File: config.mk
export PLATFORM = sky130hd
export DESIGN_NAME = clkdiv_ctrl
export DESIGN_NICKNAME = d
export VERILOG_FILES = /design/src/rtl/clkdiv_ctrl.sv
export SDC_FILE = /design/constraint.sdc
export NUM_CORES = 1
export LEC_CHECK = 0
export BUFFER_PORTS_ARGS = -buffer_cell sky130_fd_sc_hd__buf_2
export CORE_MARGIN = 2
export CORE_UTILIZATION = 52
export DETAILED_ROUTE_END_ITERATION = 8
export GPL_TIMING_DRIVEN = 0
export PLACE_DENSITY = 0.85
export SLEW_MARGIN = 5
export SYNTH_ARGS = -nofsm -noshare
export SYNTH_HDL_FRONTEND = slang
export SYNTH_SLANG_ARGS = --single-unit
File: constraint.sdc
create_clock -name clk -period 2.94 [get_ports clk]
set_input_delay 0.588 -clock clk [delete_from_list [all_inputs] [get_ports clk]]
set_output_delay 0.588 -clock clk [all_outputs]
set_load 0.005 [all_outputs]
File: src/rtl/clkdiv_ctrl.sv
// Programmable clock-enable divider: clk_out square wave plus clk_en on each rising edge.
// Latency: first rising edge 1 cycle after run; divisor changes take effect at the end of a low phase.
// Backpressure: 4-phase div_req/div_ack; the ack is withheld until the new divisor is in effect.
module clkdiv_ctrl #(
    parameter int WIDTH       = 8,
    parameter int DEFAULT_DIV = 16
) (
    input  logic             clk,
    input  logic             rst_n,
    input  logic             run,
    input  logic [WIDTH-1:0] div_in,
    input  logic             div_req,
    output logic             div_ack,
    output logic             clk_out,
    output logic             clk_en,
    output logic             running,
    output logic [WIDTH-1:0] cur_div
);

    typedef enum logic [1:0] {STOP, RUN, PEND, ACKW} state_t;

    localparam logic [WIDTH-1:0] DEF_DIV = WIDTH'(DEFAULT_DIV);
    localparam logic [WIDTH-1:0] DEF_CNT = WIDTH'(DEFAULT_DIV / 2 - 1);

    function automatic logic [WIDTH-1:0] sanitise(input logic [WIDTH-1:0] d);
        logic [WIDTH-1:0] n;
        n = {d[WIDTH-1:1], 1'b0};
        if (n < WIDTH'(2)) n = WIDTH'(2);
        return n;
    endfunction

    function automatic logic [WIDTH-1:0] half_m1(input logic [WIDTH-1:0] d);
        return (d >> 1) - WIDTH'(1);
    endfunction

    state_t           state, state_d;
    logic [WIDTH-1:0] cnt, cnt_d;
    logic [WIDTH-1:0] cur_div_d, pend_div, pend_div_d;
    logic             clk_out_d, clk_en_d, div_ack_d, running_d;
    logic [WIDTH-1:0] req_div;
    logic             new_req, boundary;
    logic             apply_en;
    logic [WIDTH-1:0] apply_div;

    assign req_div  = sanitise(div_in);
    assign new_req  = div_req & ~div_ack;
    // End of the low phase: the only point where rate or run state may change.
    assign boundary = running & (cnt == '0) & ~clk_out;

    always_comb begin
        state_d    = state;
        cnt_d      = cnt;
        clk_out_d  = clk_out;
        clk_en_d   = 1'b0;
        div_ack_d  = div_ack;
        running_d  = running;
        cur_div_d  = cur_div;
        pend_div_d = pend_div;
        apply_en   = 1'b0;
        apply_div  = pend_div;

        if (running) begin
            if (cnt == '0) begin
                cnt_d = half_m1(cur_div);
                if (clk_out) begin
                    clk_out_d = 1'b0;
                end else if (run) begin
                    clk_out_d = 1'b1;
                    clk_en_d  = 1'b1;
                end else begin
                    running_d = 1'b0;
                end
            end else begin
                cnt_d = cnt - WIDTH'(1);
            end
        end else begin
            cnt_d = half_m1(cur_div);
        end

        case (state)
            STOP: begin
                if (new_req) begin
                    apply_en  = 1'b1;
                    apply_div = req_div;
                end else if (run) begin
                    clk_out_d = 1'b1;
                    clk_en_d  = 1'b1;
                    running_d = 1'b1;
                    state_d   = RUN;
                end
            end
            RUN: begin
                if (new_req) begin
                    // A request landing exactly on a boundary is applied there rather than a period later.
                    if (boundary) begin
                        apply_en  = 1'b1;
                        apply_div = req_div;
                    end else begin
                        pend_div_d = req_div;
                        state_d    = PEND;
                    end
                end else if (!running_d) begin
                    state_d = STOP;
                end
            end
            PEND: begin
                if (boundary) apply_en = 1'b1;
            end
            ACKW: begin
                if (!div_req) begin
                    div_ack_d = 1'b0;
                    state_d   = running_d ? RUN : STOP;
                end
            end
            default: state_d = STOP;
        endcase

        if (apply_en) begin
            cur_div_d = apply_div;
            cnt_d     = half_m1(apply_div);
            div_ack_d = 1'b1;
            state_d   = ACKW;
        end
    end

    always_ff @(posedge clk or negedge rst_n) begin
        if (!rst_n) begin
            state    <= STOP;
            cnt      <= DEF_CNT;
            clk_out  <= 1'b0;
            clk_en   <= 1'b0;
            div_ack  <= 1'b0;
            running  <= 1'b0;
            cur_div  <= DEF_DIV;
            pend_div <= DEF_DIV;
        end else begin
            state    <= state_d;
            cnt      <= cnt_d;
            clk_out  <= clk_out_d;
            clk_en   <= clk_en_d;
            div_ack  <= div_ack_d;
            running  <= running_d;
            cur_div  <= cur_div_d;
            pend_div <= pend_div_d;
        end
    end

endmodule
# == Word level (Yosys, flattened, before mapping) ==
# Index checks and enable logic that the tools add are counted.
# word_totals
regBits,30
output_inout_bits,12
wordCells,76
# op_classes
add_sub_neg,3
order_cmp,1
n_eq_ne,9
muxes,42
bitwise_logic,6
n_reduce_logical,7
# op_table
operator,count
2-to-1 mux 8 bit,7
2-to-1 mux 1 bit,25
one-hot mux 8 bit (2 select lines),1
subtractor 7 x 1 -> 8 bit (second input constant),2
2-to-1 mux 2 bit,7
inequality test 3 bit (second input constant),3
zero test 8 bit,1
< comparator 8 x 2 -> 1 bit (second input constant),1
inequality test 4 bit (second input constant),2
subtractor 8 x 1 -> 8 bit (second input constant),1
one-hot mux 2 bit (3 select lines),1
AND reduction 6 bit,1
equality test 2 bit (second input constant),2
nonzero test 4 bit,1
AND 1 bit,3
inverter 1 bit,3
one-hot mux 1 bit (3 select lines),1
AND reduction 3 bit,1
equality test 2 x 1 -> 1 bit (second input constant),1
zero test 2 bit,1
inequality test 2 x 1 -> 1 bit (second input constant),1
AND reduction 2 bit,1
nonzero test 2 bit,1

# == Depth between registers and ports, before layout ==
# logic_depth
ltp_word,8
ltp_mapped,13
mapped_depth_nobuf,12

# == Worst setup path after synthesis ==
# OpenSTA, ideal clock, no wires.
# synth_timing
kind,reg2reg
from,reg cnt[0]
to,reg cnt[4]
t_arrival_ns,2.647
slack_ns,0.166
stages_incl_launch_ff,14
n_path_buf,1
period_less_slack_ns,2.774
cell_sequence,dfstp_2 inv_1 ha_1 nor3b_2 nand4b_4 a21o_1 buf_2 mux2i_2 ha_1 inv_1 or3_1 xnor2_1 a211oi_1 a21oi_1
# synth_between
elab_chain_len,8
# synth_lines
element,line,rtl
start: declaration,37,"logic [WIDTH-1:0] cnt, cnt_d;"
start signal: assignment,138,cnt <= cnt_d;
zero test 8 bit,"48, 63",
AND 1 bit (2 in series),48,assign boundary = running & (cnt == '0) & ~clk_out;
2-to-1 mux 8 bit,95,if (boundary) begin
2-to-1 mux 8 bit,93,if (new_req) begin
one-hot mux 8 bit (2 select lines),80,case (state)
subtractor 7 x 1 -> 8 bit,33,return (d >> 1) - WIDTH'(1);
2-to-1 mux 8 bit *,118,if (apply_en) begin
named net cnt_d[4],37,
# Mark *: on every way through the listed nets, which the timed path passes. The rest lies on a longest branch.
# A chain may end at the register's enable or synchronous reset.

# == Worst setup path in the final report ==
# Same ends and word-level chain as after synthesis.

==> metrics.txt <==
mapped cell area=1830 sq um; first-pass GRT wire length=6.75 mm; Antenna Nets Post-Route=0; CTS tree=done; largest cells by area after synthesis=dfrtp_1 32%, dfstp_2 7.2%, nand2_1 4.9%; final WL=4.14 mm; Synth Warn #=0; commonest register cell after synthesis=dfrtp_1; DR iter-0 viols=91; outcome=completed; synth unique cells=45; initial antenna violation count=0; total number of vias=1603; drt wl/cell=14.6 microns; CP Launch Type=flip-flop; Least-Margin Pin Slew=611 ps; share of layout cells above drive strength 1=25.3%; count leader, synth=nand2_1; FF+latch area=707 sq um; pin count of the biggest net entering global routing=29; Synth top area share=31.5%; Final Setup Violations=0; Avg Vias per Cell=5.66; Port Buf Inserts=21; Pleak=0.930 nW; Worst R2R Path Depth=13; Post-synth EDFFs=0; core footprint=3360 sq um; num rows=21; Final Slew Violations=0; CP Max Fanout=7; worst reg-to-reg setup slack=80 ps; I/O pin cnt=24; Post-synth top cells=24 x nand2_1, 23 x dfrtp_1, 13 x a21oi_1, 13 x nor2_1, 13 x o21ai_0; Die Width=63.3 microns; CP required=3160 ps; # diodes=0; Layout Skew=6.63 ps; pwr dens=924 nW/um^2; #FFs+latches synth=28; TritonRoute pass-1 iters=4; worst r2r src=cnt[0]; Syn Inst Count=203; largest area contributor in the netlist=dfrtp_1; Mapped Avg Cell Area=9.00 sq um; Clock Tree Root=clkbuf_4; CP endpoint kind=flip-flop; crit path DAT=3090 ps; worst setup path class=reg2reg; fin crit period=2860 ps; TritonCTS Buffers=3; Max Cap Violations=0; Syn Nets=219; clk sinks=28; nets=254; cts hold-fix bufs=0; GRT Residual Overflow=0; Clk pin slew, worst setup/hold paths=140 ps; VDD IR-drop max=0.550 mV; Initial Util=54.3%; Post-DP HPWL=2.85 mm; Slew HR=59.2%; pre-CTS setup slack=-144 ps; multi-input logic area=1090 sq um; Tot Pwr=1.98 mW; maximum clock insertion buffer count=2; worst skew pair latency=330 ps; gpl congestion=0.884; gr usage total=21.1%; area delta synth->final=17.1%; number of global-route vias before repair=1491; Seq/Total Area, Yosys=38.7%; die area=4000 sq um; fill count=305; HP Class=in2async; hold slack=246 ps; H-tree depth=1; die height=63.3 microns; async set-reset flop share out of synthesis=100%; Final WS setup=75.7 ps; Residual DRC=0; Fin Setup TNS=0 ps; period utilisation layout=97.4%; crit path from=cnt[0]; Hold Vio Cnt, Final=0; FMAX=349 MHz; FF-to-FF End=cnt[4]
[power breakdown]
part / leakage (nW) / switching [mW] / total, mW / internal [mW]
logic: 0.594 / 0.491 / 1.00 / 0.513
registers: 0.320 / 0.224 / 0.809 / 0.585
clock network: 0.0150 / 0.112 / 0.165 / 0.0533
[area by class of cell]
type,instances,share of cell area (%)
repair buffers,30,8.07
well taps,46,2.69
flip-flops and latches,28,33.0
clock buffers,4,1.23
plain buffers,9,2.46
multi-input cells,158,51.1
inverters,8,1.40
[stage by stage]
step	std cells	util [%]	cell area (sq um)
2_1_floorplan	203	-	1830
6_report	283	63.6	2140
3_5_place_dp	270	59.2	1990
3_3_place_gp	270	59.2	1990
4_1_cts	277	61.3	2060
5_1_grt	283	63.6	2140
[metal layers]
layer / up-vias / track usage, % / part of all wire (%)
met5: - / 0 / 0
li1: 791 / - / -
met2: 41 / 34.8 / 49
met1: 760 / 28.3 / 45
met4: 0 / 8.97 / 2.8
met3: 11 / 1.96 / 2.9
[state kept, by name, indices dropped and copies added, names as in the netlist]
| name | cells |
|---|---|
| cnt | 8 |
| cur_div | 7 |
| pend_div | 7 |
| state | 2 |
| clk_en | 1 |
| clk_out | 1 |
| div_ack | 1 |
| running | 1 |
[timing repair]
action                                  CTS  global route
endpoints found under the setup margin    1             1
buffers inserted                          3             6
pin swaps                                 2             1
gates resized for setup                   5             5
[kinds of logic after synthesis]
| group | share of synthesized area, % |
|---|---|
| other | 0.205 |
| AOI/OAI and AO/OA | 18.9 |
| xor gates and xnor gates | 6.23 |
| and+or+nand+nor | 21.7 |
| DFF | 38.7 |
| adders and majority gates | 2.74 |
| buffers and inverters | 4.18 |
| muxes | 7.33 |
[worst max path at each step]
stage	end	slack (ps)	depth (start not counted)
2_1_floorplan	cnt[4]	170	13
3_3_place_gp	cnt[4]	-130	13
3_5_place_dp	cnt[4]	-140	13
4_1_cts	cnt[4]	20	13
5_1_grt	cnt[4]	-60	13
6_report	cnt[4]	80	13
[cell usage in the layout (no fill, tap or decap), types with 2 or more instances in the layout]
cell type / count
xnor2_1: 5
mux2i_4: 2
nor4_1: 2
inv_1: 8
xor2_1: 8
clkbuf_1: 4
o31ai_1: 5
nand3_1: 5
a22o_1: 2
mux2_2: 7
nand2b_1: 5
nor3b_1: 3
a31oi_1: 5
nand2_1: 24
or3_1: 4
a221o_1: 2
clkbuf_4: 3
o21ai_0: 13
a211oi_1: 3
dfstp_2: 5
buf_2: 24
buf_4: 11
ha_1: 2
nor2b_1: 3
a21oi_1: 13
dfrtp_1: 23
mux2i_1: 2
nor2_1: 13
a21o_1: 3
nor3_1: 9
[critical path, cell delays in order, from the launching register on]
cell      delay (ps)
dfstp_2          400
inv_1            100
ha_2             190
nor3b_4          230
nand4b_4         200
a21o_1           260
buf_6            130
mux2i_4          210
ha_4             180
inv_1             60
or3_1            320
xnor2_1          140
a211oi_1         250
a21oi_1           70
Power figures use the tool's default switching activity.
